$ cat config.mk
export PLATFORM = sky130hd
export DESIGN_NAME = avalon_bus_arbiter
export DESIGN_NICKNAME = d
export VERILOG_FILES = /design/src/rtl/cpu_bus_pkg.sv /design/src/rtl/avalon_bus_arbiter.sv
export SDC_FILE = /design/constraint.sdc
export NUM_CORES = 1
export LEC_CHECK = 0
export CORE_MARGIN = 8
export CORE_UTILIZATION = 41
export CTS_CLUSTER_SIZE = 12
export DETAILED_ROUTE_END_ITERATION = 12
export PLACE_DENSITY = 0.8
export SETUP_SLACK_MARGIN = 0.05
export SYNTH_ARGS = -nofsm -noshare
export SYNTH_HDL_FRONTEND = slang
export SYNTH_SLANG_ARGS = --single-unit
$ cat constraint.sdc
create_clock -name clk -period 2.9 [get_ports clk]
set_clock_uncertainty 0.2 [all_clocks]
set_input_delay 0.87 -clock clk [delete_from_list [all_inputs] [get_ports clk]]
set_output_delay 0.87 -clock clk [all_outputs]
set_load 0.01 [all_outputs]
$ cat src/rtl/cpu_bus_pkg.sv
// rtl/cpu_bus_pkg.sv - shared types for the CPU Avalon bus arbiter
package cpu_bus_pkg;

  typedef enum logic [1:0] {
    IDLE,
    BUS_I,
    BUS_D,
    RESP
  } arb_state_t;

  typedef enum logic {
    GRANT_I,
    GRANT_D
  } grant_t;

  localparam logic [3:0] BE_WORD = 4'b1111;

endpackage

$ cat src/rtl/avalon_bus_arbiter.sv
// rtl/avalon_bus_arbiter.sv - I/D requester arbiter onto one Avalon-MM master port
module avalon_bus_arbiter
  import cpu_bus_pkg::*;
#(
  parameter int TIMEOUT_CYCLES = 1024,
  parameter int CNT_W          = 11
) (
  input  logic        clk,
  input  logic        reset,
  input  logic        i_read,
  input  logic [31:0] i_addr,
  output logic        i_done,
  output logic [31:0] i_rdata,
  input  logic        d_read,
  input  logic        d_write,
  input  logic [31:0] d_addr,
  input  logic [31:0] d_wdata,
  input  logic [3:0]  d_be,
  output logic        d_done,
  output logic [31:0] d_rdata,
  output logic        err,
  output logic [31:0] address,
  output logic        read,
  output logic        write,
  output logic [31:0] writedata,
  output logic [3:0]  byteenable,
  input  logic        waitrequest,
  input  logic [31:0] readdata,
  output logic        busy
);

  // Timer value on the last stalled cycle allowed before the abort fires.
  localparam logic [CNT_W-1:0] TIMER_LAST = CNT_W'(TIMEOUT_CYCLES - 1);

  arb_state_t       state, state_nxt;
  grant_t           grant, last_grant, win;
  logic [CNT_W-1:0] timer;
  logic             d_req;
  logic             timeout_hit;
  logic             start, finish, abort;

  assign d_req = d_read | d_write;
  assign busy  = (state != IDLE);

  // State register; reset drops any open bus cycle at once.
  always_ff @(posedge clk or negedge reset) begin
    if (!reset) state <= IDLE;
    else        state <= state_nxt;
  end

  // Next state, winner selection and the per-cycle control strobes.
  always_comb begin
    state_nxt   = state;
    start       = 1'b0;
    finish      = 1'b0;
    abort       = 1'b0;
    timeout_hit = (TIMEOUT_CYCLES != 0) && waitrequest && (timer == TIMER_LAST);
    if (i_read && d_req) win = (last_grant == GRANT_D) ? GRANT_I : GRANT_D;
    else if (i_read)     win = GRANT_I;
    else                 win = GRANT_D;
    case (state)
      IDLE: begin
        if (i_read || d_req) begin
          start     = 1'b1;
          state_nxt = (win == GRANT_I) ? BUS_I : BUS_D;
        end
      end
      BUS_I, BUS_D: begin
        if (!waitrequest) begin
          finish    = 1'b1;
          state_nxt = RESP;
        end else if (timeout_hit) begin
          abort     = 1'b1;
          state_nxt = RESP;
        end
      end
      RESP:    state_nxt = IDLE;
      default: state_nxt = IDLE;
    endcase
  end

  // Registered bus drive, stall timer, read-data capture and done/err pulses.
  always_ff @(posedge clk or negedge reset) begin
    if (!reset) begin
      grant      <= GRANT_I;
      last_grant <= GRANT_D;
      timer      <= '0;
      address    <= '0;
      read       <= 1'b0;
      write      <= 1'b0;
      writedata  <= '0;
      byteenable <= '0;
      i_done     <= 1'b0;
      d_done     <= 1'b0;
      err        <= 1'b0;
      i_rdata    <= '0;
      d_rdata    <= '0;
    end else begin
      i_done  <= (finish || abort) && (grant == GRANT_I);
      d_done  <= (finish || abort) && (grant == GRANT_D);
      err     <= abort;
      i_rdata <= (finish && grant == GRANT_I) ? readdata : '0;
      d_rdata <= (finish && grant == GRANT_D && read) ? readdata : '0;

      if (start) begin
        grant <= win;
        timer <= '0;
        if (win == GRANT_I) begin
          address    <= i_addr;
          read       <= 1'b1;
          write      <= 1'b0;
          writedata  <= '0;
          byteenable <= BE_WORD;
        end else begin
          // A simultaneous read and write is served as a write.
          address    <= d_addr;
          read       <= ~d_write;
          write      <= d_write;
          writedata  <= d_wdata;
          byteenable <= d_be;
        end
      end

      if (finish || abort) begin
        read  <= 1'b0;
        write <= 1'b0;
      end else if ((state == BUS_I || state == BUS_D) && waitrequest) begin
        timer <= timer + CNT_W'(1);
      end

      if (state == RESP) begin
        last_grant <= grant;
        timer      <= '0;
      end
    end
  end

endmodule
-- After elaboration in Yosys (flattened, before gate mapping)
Index checks and enable logic that the tools add are counted.
- register bits: 152
- bits of input ports: 138
- output and inout bits: 138
- logic and storage cells: 70
- $add $sub $neg: 1
- equal/unequal tests: 6
- muxes and demuxes: 30
- bitwise logic cells: 3
- reduce and logical (&&, ||, !) cells: 16
- operators by type and width (cell ; count):
    $mux 32 ; 4
    $mux 11 ; 4
    $mux 1 ; 16
    $add 11x1->11 const B ; 1
    $eq 11x10->1 const B ; 1
    $logic_and 1x1->1 ; 8
    $mux 2 ; 4
    $pmux 2 s3 ; 1
    $eq 2x2->1 const B ; 2
    $mux 4 ; 1
    $reduce_bool 2->1 ; 2
    $logic_or 1x1->1 ; 3
    $ne 3x3->1 const B ; 1
    $eq 2x1->1 const B ; 1
    $logic_not 2->1 ; 1
    $ne 2x2->1 const B ; 1
    $not 1->1 ; 2
    $reduce_and 2->1 ; 1
    $reduce_or 2->1 ; 1
    $or 1x1->1 ; 1

-- Depth between registers and ports, before layout
- word-level depth: 8
- mapped depth: 9
- mapped depth without buffers: 6

-- Least setup slack after synthesis
Ideal clock, no wire load.
- path kind: in2reg
- from: input port i_read
- to: register writedata[10]
- library setup time: 121 ps
- data arrival time: 1898 ps
- required time: 2579 ps
- slack: 681 ps
- cell stages on the path: 6
- path buffers: 2
- path through: nor3_1 -> nor2_1 -> and2_1 -> buf_2 -> buf_4 -> a22o_1
- cells in the longest elaborated chain, start to end: 3
- elaborated cells between the ends (all ways): 7
- classes of those cells: 5 x mux; 2 x reduce/logical
- RTL lines (element ; line ; text):
    start, declared ; avalon_bus_arbiter.sv:10 ; input logic i_read,
    $mux 1 (tied with other cells) ; avalon_bus_arbiter.sv:59 ; else if (i_read) win = GRANT_I;
    $mux 1, on equally long branches ; avalon_bus_arbiter.sv:58, avalon_bus_arbiter.sv:63 ;
    $mux 32 or $mux 1 (tied branches) ; avalon_bus_arbiter.sv:108, avalon_bus_arbiter.sv:61 ;
    end signal, assigned ; avalon_bus_arbiter.sv:119 ; writedata <= d_wdata;
    end, declared ; avalon_bus_arbiter.sv:25 ; output logic [31:0] writedata,
Several ways; a longest one is shown, not always the timed one.
A chain may end at the register's enable or synchronous reset.

-- Worst setup path in the final report
- from: register state[0]
- to: output port busy
- cells in the longest elaborated chain, start to end: 1
- RTL lines (element ; line ; text):
    start, declared ; avalon_bus_arbiter.sv:35 ; arb_state_t state, state_nxt;
    start signal, assigned ; avalon_bus_arbiter.sv:48 ; else state <= state_nxt;
    $reduce_bool 2->1 ; avalon_bus_arbiter.sv:43 ; assign busy = (state != IDLE);
    end, declared ; avalon_bus_arbiter.sv:29 ; output logic busy
No other way between the ends.

==> run_results.csv <==
group,metric,value,unit
run_status,run_status,"finished, final reports clean",
yosys,synth_flop_cell,"dfrtp_1",
power,p_per_area,928.0,nW/um^2
placement,port_buffers,275,
yosys,netlist-cell-type-count,43,
routing,routed_wl,18.44,mm
placement,hpwlAfterDp,13.96,mm
clock_network,tritoncts.num_buffers,17,
layout,commonest_cells_after_routing_fill_and_taps_aside,"clkdlybuf4s50_1, dfrtp_1, and2_1, nand2_1, o21ai_0",
clock_network,clk_path_buf_depth,2,
timing,hold_viol_final,0,
yosys,syn_area_per_cell,12.62,sq um
worst_hold_path,min_path_type,"input pin to async pin",
routing,wl_per_cell,19.68,um
clock_network,tritoncts_num_sinks,152,
yosys,number_of_enable_type_register_cells_in_the_synthesized_netlist,0,
power,worst_voltage_drop_across_the_vdd_grid,506.6,uV
yosys,ys.warnings.count,0,
yosys,postSynthNetCount,604,
critical_path,critical_path.startpoint_type,"register",
layout,mostFrequentLayoutCell,"clkdlybuf4s50_1",
routing,postRouteAntennaNets,0,
layout,finish.net_count,885,
grt,grt_max_degree,57,
critical_path,criticalPathCategory,"register to output pin",
clock_network,clk_pin_slew_worst_paths,0.06,ns
routing,via_count,4751,
grt,antenna_violations_before_repair,0,
critical_path,crit_fanout,4,
layout,syn_to_final_growth,63.13,%
power,p_seq_share,35.0,%
die,die-area,18330,sq um
power,p_sw,2.773,mW
timing,worst_slew_pin_slew,0.9265,ns
timing,setup_viol,0,
routing,viasPerCell,5.070,
die,placement_rows,43,
critical_path,worstPathRequired,1.83,ns
critical_path,r2r_cells,4,
yosys,synth.yosys.seq_area_share,65.12,%
yosys,synthesis.instances,463,
timing,fin_crit,2.624,ns
yosys,share_of_flip_flops_with_an_asynchronous_set_or_reset_after_synthesis,100.0,%
grt,via_count_of_the_first_global_routing_pass,5102,
timing,layout_worst_path_cycle_share,90.49,%
run,cap_viol_max_count,0,
timing,setup-tns-final,0,ns
yosys,synth.area.top_cells,"dfrtp_1, and2_1, mux2i_1, a22o_1, o21ai_0",
power,total_leakage_power,4.363,nW
die,start_util,42.09,%
timing,report.final.slew_viol_count,0,
grt,grt_pass1_wl,28.12,mm
layout,drive_above_1_share,7.266,%
die,io_pins,276,
yosys,synth_top_area_cell,"dfrtp_1",
power,power.share.clock,26.6,%
die,die_outline_height,135.4,um
layout,fillers,965,
placement,routability_congestion,0.9115,
clock_network,ctsRootBufferMaster,"clkbuf_16",
clock_network,clock_tree.htree_level_count,4,
layout,finish.instance_area,9532,sq um
clock_network,post_cts_hold_buffers,0,
timing,max_clock_freq,0.3811,GHz
yosys,yosys_register_bits,152,
routing,drc,0,
yosys,synth_top_area_share,64.67,%
timing,rsz_0062_raised_after_global_routing,"false",
die,fp.dieW,135.4,um
critical_path,critical_path.endpoint_type,"output pin",
routing,firstDrtPassIters,4,
grt,grt_overflow,0,
power,comb_power_share,38.4,%
power,intPower,6.072,mW
layout,num_antenna_cells,0,
grt,grt_usage,20.06,%
routing,dr.first_iter.drc_count,298,
power,design_power_total,8.845,mW
yosys,synthesis.area,5843,sq um
clock_network,insertion_delay,0.41,ns
timing,maxSlewHeadroom,38.19,%
clock_network,tritoncts,"yes",
die,floorplan.core_area,13880,sq um
power,power.share.switching,31.35,%
placement,placed_area,8896,sq um
critical_path,worstPathArrival,1.55,ns
## path summary, 6_finish.rpt
check,start,end,slack [ns]
max,state[0],busy,0.28
min,reset,i_rdata[1],0.19
max reg2reg,state[0],d_rdata[0],0.61
min reg2reg,address[14],address[14],0.28
max in group asynchronous,reset,d_rdata[30],1.65
min in group clk,address[14],address[14],0.28
## metal layers
layer / vias to the layer above / GRT usage, % / share of wire, %
li1: 2178 / - / -
met1: 2299 / 20.67 / 36
met2: 240 / 32.93 / 48
met3: 34 / 11.24 / 13
met4: 0 / 8.760 / 2.5
met5: - / 0 / 0
## what timing repair did
action	4_1_cts	5_1_grt
buffers inserted	0	0
resized for setup	1	0
setup endpoints to repair	1	0
## flip-flops by register name (all words and copies together) (netlist names)
signal      cells
address        32
d_rdata        32
i_rdata        32
writedata      32
timer          11
byteenable      4
state           2
d_done          1
err             1
grant           1
i_done          1
last_grant      1
read            1
write           1
## power groups by stage
stage	clock [mW]	sequential (mW)	combinational [mW]
floorplan	0	3.36	1.22
global placement	0	3.11	3.32
detailed placement	0	3.14	3.43
CTS	2.40	3.11	3.44
finish	2.35	3.10	3.40
global route	2.48	3.17	3.65
## Yosys cell counts (2+ instances only)
| cell type | number |
|---|---|
| nand2_1 | 40 |
| and2_1 | 68 |
| mux2i_1 | 33 |
| nand3_1 | 4 |
| o22a_1 | 4 |
| and3_1 | 7 |
| nor2_1 | 11 |
| dfrtp_1 | 151 |
| ha_1 | 3 |
| a221o_1 | 4 |
| o22ai_1 | 2 |
| buf_4 | 5 |
| nand4_1 | 2 |
| o21ai_0 | 36 |
| a21oi_1 | 6 |
| clkbuf_1 | 13 |
| inv_1 | 5 |
| o31ai_1 | 2 |
| nor3_1 | 4 |
| buf_2 | 8 |
| a22o_1 | 32 |
| a311oi_1 | 2 |
## final cells by class
| cell class | count | area [sq um] | area share (%) |
|---|---|---|---|
| Sequential cell | 152 | 3805 | 39.92 |
| Clock inverter | 13 | 193.9 | 2.035 |
| Inverter | 5 | 18.77 | 0.1969 |
| Multi-Input combinational cell | 279 | 1913 | 20.07 |
| Tap cell | 180 | 225.2 | 2.363 |
| Timing Repair Buffer | 289 | 2933 | 30.77 |
| Clock buffer | 19 | 442.9 | 4.647 |
## stage by stage
step	hold slack (ns)	std cells	worst slack [ns]	util (%)
2_1_floorplan	0.2663	463	0.6807	-
3_3_place_gp	0.2640	905	0.08502	64.09
3_5_place_dp	0.2704	905	0.05263	64.09
4_1_cts	0.2039	937	0.2407	68.67
5_1_grt	0.2211	937	0.1651	68.67
6_report	0.1921	937	0.2757	68.67
## worst max-delay path, stage by stage (launching register included)
cell and delay (ns):
dfrtp_1 0.40, inv_1 0.07, ha_1 0.22, inv_1 0.10, dlygate4sd2_1 0.34
## cell families (layout without fill, tap and decap cells)
| group | count (synthesis) | after routing | share of synthesized area (%) |
|---|---|---|---|
| buffers and inverters | 32 | 326 | 2.570 |
| flip-flops | 152 | 152 | 65.12 |
| multiplexers | 34 | 34 | 5.846 |
| AND/OR/NAND/NOR | 144 | 144 | 13.49 |
| adder cells (fa/ha/maj) | 3 | 3 | 0.6425 |
| AO/OA/AOI/OAI | 98 | 98 | 12.33 |
(Power assumes the default switching activity.)
